[src/rtl/max6675_pkg.sv]
// Shared MAX6675 frame layout and responder state encoding; also used by the reader side.
package max6675_pkg;

    localparam int MAX6675_FRAME_BITS  = 16;
    localparam int MAX6675_TEMP_BITS   = 12;
    localparam int MAX6675_RESULT_BITS = MAX6675_TEMP_BITS + 1;

    localparam int MAX6675_DUMMY_BIT    = 15;
    localparam int MAX6675_TEMP_MSB     = 14;
    localparam int MAX6675_TEMP_LSB     = 3;
    localparam int MAX6675_OPEN_BIT     = 2;
    localparam int MAX6675_DEV_ID_BIT   = 1;
    localparam int MAX6675_STATE_BIT    = 0;

    typedef enum logic [1:0] {
        CONVERT,
        READY,
        SHIFT
    } state_t;

    // result = {temperature, open flag}; dummy, device ID and state bits are always 0
    function automatic logic [MAX6675_FRAME_BITS-1:0] make_frame(
        input logic [MAX6675_RESULT_BITS-1:0] result
    );
        return {1'b0, result, 2'b00};
    endfunction

endpackage

[src/rtl/max6675_responder_sync_edge.sv]
// N-stage synchroniser for an asynchronous pin followed by a one-flop edge detector.
module sync_edge #(
    parameter int   STAGES    = 2,
    parameter logic RESET_VAL = 1'b0
) (
    input  logic clk,
    input  logic rst,
    input  logic din,
    output logic rise,
    output logic fall
);

    logic [STAGES-1:0] chain;
    logic              prev;
    logic              level;

    always_ff @(posedge clk or posedge rst) begin
        if (rst) begin
            chain <= {STAGES{RESET_VAL}};
            prev  <= RESET_VAL;
        end else begin
            chain <= {chain[STAGES-2:0], din};
            prev  <= chain[STAGES-1];
        end
    end

    assign level = chain[STAGES-1];
    assign rise  = level & ~prev;
    assign fall  = ~level & prev;

endmodule

[src/rtl/max6675_responder.sv]
// MAX6675 SPI-slave emulation: timed conversion, then a 16-bit frame shifted out on miso.
module max6675_responder
    import max6675_pkg::*;
#(
    parameter int CONV_CYCLES = 100000,
    parameter int SYNC_STAGES = 2
) (
    input  logic        clk,
    input  logic        rst,
    input  logic [11:0] temp_in,
    input  logic        open_tc,
    input  logic        sel,
    input  logic        sclk,
    output logic        miso,
    output logic        miso_oe,
    output logic        busy,
    output logic        frame_done
);

    localparam int               CNT_W      = $clog2(CONV_CYCLES);
    localparam logic [CNT_W-1:0] CNT_RELOAD = CNT_W'(CONV_CYCLES - 1);

    state_t                          state;
    logic [CNT_W-1:0]                cnt;
    logic [MAX6675_RESULT_BITS-1:0]  result;
    logic [MAX6675_RESULT_BITS-1:0]  sample;
    logic [MAX6675_FRAME_BITS-1:0]   shreg;
    logic [4:0]                      bit_cnt;
    logic                            sel_rise;
    logic                            sel_fall;
    logic                            sclk_rise;
    logic                            sclk_fall;

    // sel idles high, so its synchroniser resets high to avoid a false fall after reset
    sync_edge #(.STAGES(SYNC_STAGES), .RESET_VAL(1'b1)) u_sel_sync (
        .clk  (clk),
        .rst  (rst),
        .din  (sel),
        .rise (sel_rise),
        .fall (sel_fall)
    );

    sync_edge #(.STAGES(SYNC_STAGES), .RESET_VAL(1'b0)) u_sclk_sync (
        .clk  (clk),
        .rst  (rst),
        .din  (sclk),
        .rise (sclk_rise),
        .fall (sclk_fall)
    );

    assign sample = {temp_in, open_tc};

    always_ff @(posedge clk or posedge rst) begin
        if (rst) begin
            state      <= CONVERT;
            cnt        <= CNT_RELOAD;
            result     <= '0;
            shreg      <= '0;
            bit_cnt    <= '0;
            miso_oe    <= 1'b0;
            busy       <= 1'b1;
            frame_done <= 1'b0;
        end else begin
            frame_done <= 1'b0;
            case (state)
                CONVERT: begin
                    if (sel_fall) begin
                        state   <= SHIFT;
                        busy    <= 1'b0;
                        miso_oe <= 1'b1;
                        bit_cnt <= '0;
                        // a read landing on the completing clk still gets the fresh result
                        if (cnt == '0) begin
                            result <= sample;
                            shreg  <= make_frame(sample);
                        end else begin
                            shreg  <= make_frame(result);
                        end
                    end else if (cnt == '0) begin
                        result <= sample;
                        state  <= READY;
                        busy   <= 1'b0;
                    end else begin
                        cnt <= cnt - 1'b1;
                    end
                end
                READY: begin
                    if (sel_fall) begin
                        state   <= SHIFT;
                        miso_oe <= 1'b1;
                        bit_cnt <= '0;
                        shreg   <= make_frame(result);
                    end
                end
                SHIFT: begin
                    if (sel_rise) begin
                        state      <= CONVERT;
                        busy       <= 1'b1;
                        miso_oe    <= 1'b0;
                        shreg      <= '0;
                        frame_done <= (bit_cnt == 5'd16);
                        cnt        <= CNT_RELOAD;
                    end else if (sclk_rise) begin
                        if (bit_cnt != 5'd17)
                            bit_cnt <= bit_cnt + 5'd1;
                    end else if (sclk_fall) begin
                        shreg <= {shreg[MAX6675_FRAME_BITS-2:0], 1'b0};
                    end
                end
                default: begin
                    state <= CONVERT;
                    cnt   <= CNT_RELOAD;
                    busy  <= 1'b1;
                end
            endcase
        end
    end

    assign miso = miso_oe & shreg[MAX6675_FRAME_BITS-1];

endmodule
[config.mk]
export PLATFORM = sky130hd
export DESIGN_NAME = max6675_responder
export DESIGN_NICKNAME = d
export VERILOG_FILES = /design/src/rtl/max6675_pkg.sv /design/src/rtl/max6675_responder_sync_edge.sv /design/src/rtl/max6675_responder.sv
export SDC_FILE = /design/constraint.sdc
export NUM_CORES = 1
export LEC_CHECK = 0
export CORE_MARGIN = 2
export CORE_UTILIZATION = 63
export CTS_CLUSTER_SIZE = 40
export DETAILED_ROUTE_END_ITERATION = 8
export PLACE_DENSITY = 0.87
export SYNTH_ARGS = -nofsm -noshare
export SYNTH_HDL_FRONTEND = slang
export SYNTH_SLANG_ARGS = --single-unit
export TNS_END_PERCENT = 20
[constraint.sdc]
create_clock -name clk -period 4.02 [get_ports clk]
set_input_delay 0.804 -clock clk [delete_from_list [all_inputs] [get_ports clk]]
set_output_delay 0.804 -clock clk [all_outputs]
set_load 0.05 [all_outputs]
==> results.json <==
{
  "status": "complete, no violations",
  "report.final.setup_viol": 0,
  "fin_crit_ns": 2.48,
  "synth_warnings": 0,
  "crit_arrival_ns": 2.73,
  "cap_violations": 0,
  "clk_path_buf_depth": 2,
  "post_cts_buffers": 0,
  "p_seq_frac": 0.432,
  "first_iter_violations": 204,
  "place_area_sq_um": 3420,
  "ioPinCount": 21,
  "relSlewSlack": 0.380,
  "vias_per_cell": 5.83,
  "die_w_um": 75.1,
  "syn_area_sq_um": 3190,
  "slowest_delay_ns": 0.79,
  "fin_cells": 425,
  "num_rows": 25,
  "ys_seq_area_frac": 0.476,
  "min_to": "u_sel_sync.chain[1]",
  "die_area_sq_um": 5650,
  "cts_tree": "yes",
  "final_cell_mix": "nand2_1, dfrtp_1, a21oi_1, nor2_1, clkdlybuf4s50_1",
  "vias": 2476,
  "path_cells": "inv_1, ha_1, inv_1, nor2_1, a22oi_1, a31oi_1",
  "place_ws_ns": 1.64,
  "period_share": 0.616,
  "core_sq_um": 4790,
  "dpl.cell_count": 409,
  "leakage_uw": 0.00148,
  "fin_skew_ns": 0.00745,
  "first_global_vias": 2380,
  "track_usage": 0.257,
  "cp_num_buf_inv": 2,
  "max_clock_freq_mhz": 404,
  "drive_gt1_frac": 0.115,
  "io_buffers": 20,
  "h-tree-depth": 3,
  "fin_area_sq_um": 3600,
  "grt_max_degree": 36,
  "final_nets": 379,
  "layout_commonest_cell": "nand2_1",
  "diodes": 0,
  "cp_max_fo": 26,
  "first_pass_iters": 4,
  "syn_nets": 362,
  "switching_share": 0.357,
  "hold_buffers": 0,
  "antenna_found_initial": 0,
  "path_class": "flip-flop to flip-flop",
  "drtAntennaViolNets": 0,
  "ir_drop_uv": 338,
  "wl_per_cell_um": 14.8,
  "required_ns": 4.28,
  "cp-start-kind": "flip-flop",
  "intPower_uw": 1240,
  "synth_cells": 336,
  "min_path_cells": 0,
  "grt-ovfl-total": 0,
  "hold_path_class": "flip-flop to flip-flop",
  "clk_latency_ns": 0.34,
  "timing_hold_violations_final": 0,
  "syn-mean-instance-area_sq_um": 9.49,
  "grt_use_met3": 0.0884,
  "crit_family": "simple AND/OR/NAND/NOR gates",
  "report.final.slew_viol_count": 0,
  "hold_ws_ns": 0.357,
  "ys.flop_type": "dfrtp_1",
  "grt-busiest-layer": "met2",
  "rsz0062_at_grt": "false",
  "clockRootBuffer": "clkbuf_8",
  "cts_resized": 0,
  "ff2ff_setup_slack_ns": 1.54,
  "ys_types": 50,
  "async_flop_share": 1.00,
  "initial_core_util": 0.666,
  "gp_congestion": 0.847,
  "nFillCells": 327,
  "cpMostUsedCell": "inv_1",
  "dp_hpwl_um": 4160,
  "hp-start": "u_sel_sync.chain[0]",
  "r2r_start": "state[0]",
  "clkSinkCount": 60,
  "cts_buffers": 9,
  "grt_use_met1": 0.344,
  "r2r-end": "shreg[8]",
  "clk_pin_slew_ns": 0.07,
  "die_height_um": 75.1,
  "switchingPower_uw": 688,
  "slowest_stage": "nor2_1",
  "crit_path_end_kind": "flip-flop",
  "tightest_slew_ns": 0.927,
  "met2_usage": 0.390,
  "synth_edf_count": 0,
  "p_clk_frac": 0.269,
  "grt_pass1_wl_um": 10800,
  "ys_ff_latch": 60,
  "p_per_area_nw_per_um2": 535,
  "route.detailed.drc": 0,
  "drt_wl_total_um": 6310,
  "combinationalPowerShare": 0.299,
  "layout_setup_ws_ns": 1.54,
  "reg2regPathDepth": 6,
  "fin_tns_setup_ns": 0,
  "worst-path-stages": 6,
  "syn_to_final_growth_pct": 13.0
}
## kinds of logic after synthesis
family	Yosys count	share of synthesized area
buffers and inverters	26	0.0330
AOI/OAI and AO/OA	89	0.183
and+or+nand+nor	144	0.250
xor gates and xnor gates	8	0.0220
DFF	60	0.476
adders and majority gates	9	0.0353
## worst max-delay path by stage
| stage | startpoint | endpoint | slack (ns) |
|---|---|---|---|
| after floorplan | rst | bit_cnt[0] | 1.75 |
| after global placement | state[0] | shreg[10] | 1.74 |
| after detailed placement | state[0] | shreg[5] | 1.64 |
| after CTS | busy | busy | 1.53 |
| after global routing | state[0] | shreg[8] | 1.35 |
| final | state[0] | shreg[8] | 1.54 |
## flip-flops by register name (all words and copies together) (netlist names)
register           cells
frame_done             1
miso_oe                1
u_sel_sync.prev        1
u_sel_sync.chain       2
bit_cnt                5
u_sclk_sync.chain      2
u_sclk_sync.prev       1
state                  2
shreg                 14
busy                   1
result                13
cnt                   17
## area by class of cell
cell class | count | area, sq um | share of cell area
Clock buffer | 11 | 131 | 0.0365
Clock inverter | 5 | 52.6 | 0.0146
Inverter | 10 | 37.5 | 0.0104
Multi-Input combinational cell | 250 | 1560 | 0.434
Sequential cell | 60 | 1520 | 0.422
Tap cell | 67 | 83.8 | 0.0233
Timing Repair Buffer | 22 | 215 | 0.0597
## worst reg2reg max path, cell delays in order (launching register included)
cell	delay [ns]
dfrtp_1	0.40
inv_1	0.10
ha_1	0.34
inv_1	0.32
nor2_1	0.80
a22oi_1	0.24
a31oi_1	0.21
## power by group through the flow
stage	sequential, uW	combinational, uW	clock [uW]
after global placement	834	555	0
final	833	577	519
after CTS	830	577	530
after global routing	848	647	566
after detailed placement	837	577	0
after floorplan	847	435	0
## cells in the mapped netlist (9+ instances only)
cell type	number	area share
a21boi_0	12	0.028
a21oi_1	25	0.039
a22oi_1	12	0.028
a31oi_1	14	0.027
clkbuf_1	11	0.013
dfrtp_1	46	0.36
dfstp_2	14	0.12
ha_1	9	0.035
inv_1	10	0.012
nand2_1	51	0.060
nand3_1	10	0.016
nor2_1	21	0.025
or2_1	14	0.027
## stage by stage
step                       util  power, uW
after global routing      0.753       2060
after global placement    0.715       1390
after CTS                 0.753       1940
after floorplan               -       1280
after detailed placement  0.715       1410
final                     0.753       1930
## per-layer routing
layer / up-vias / part of all wire
met1: 1195 / 0.49
met3: 6 / 0.031
met4: 0 / 0.010
li1: 1242 / -
met2: 33 / 0.47
met5: - / 0
Note: power is estimated with default switching activity, not from simulation.
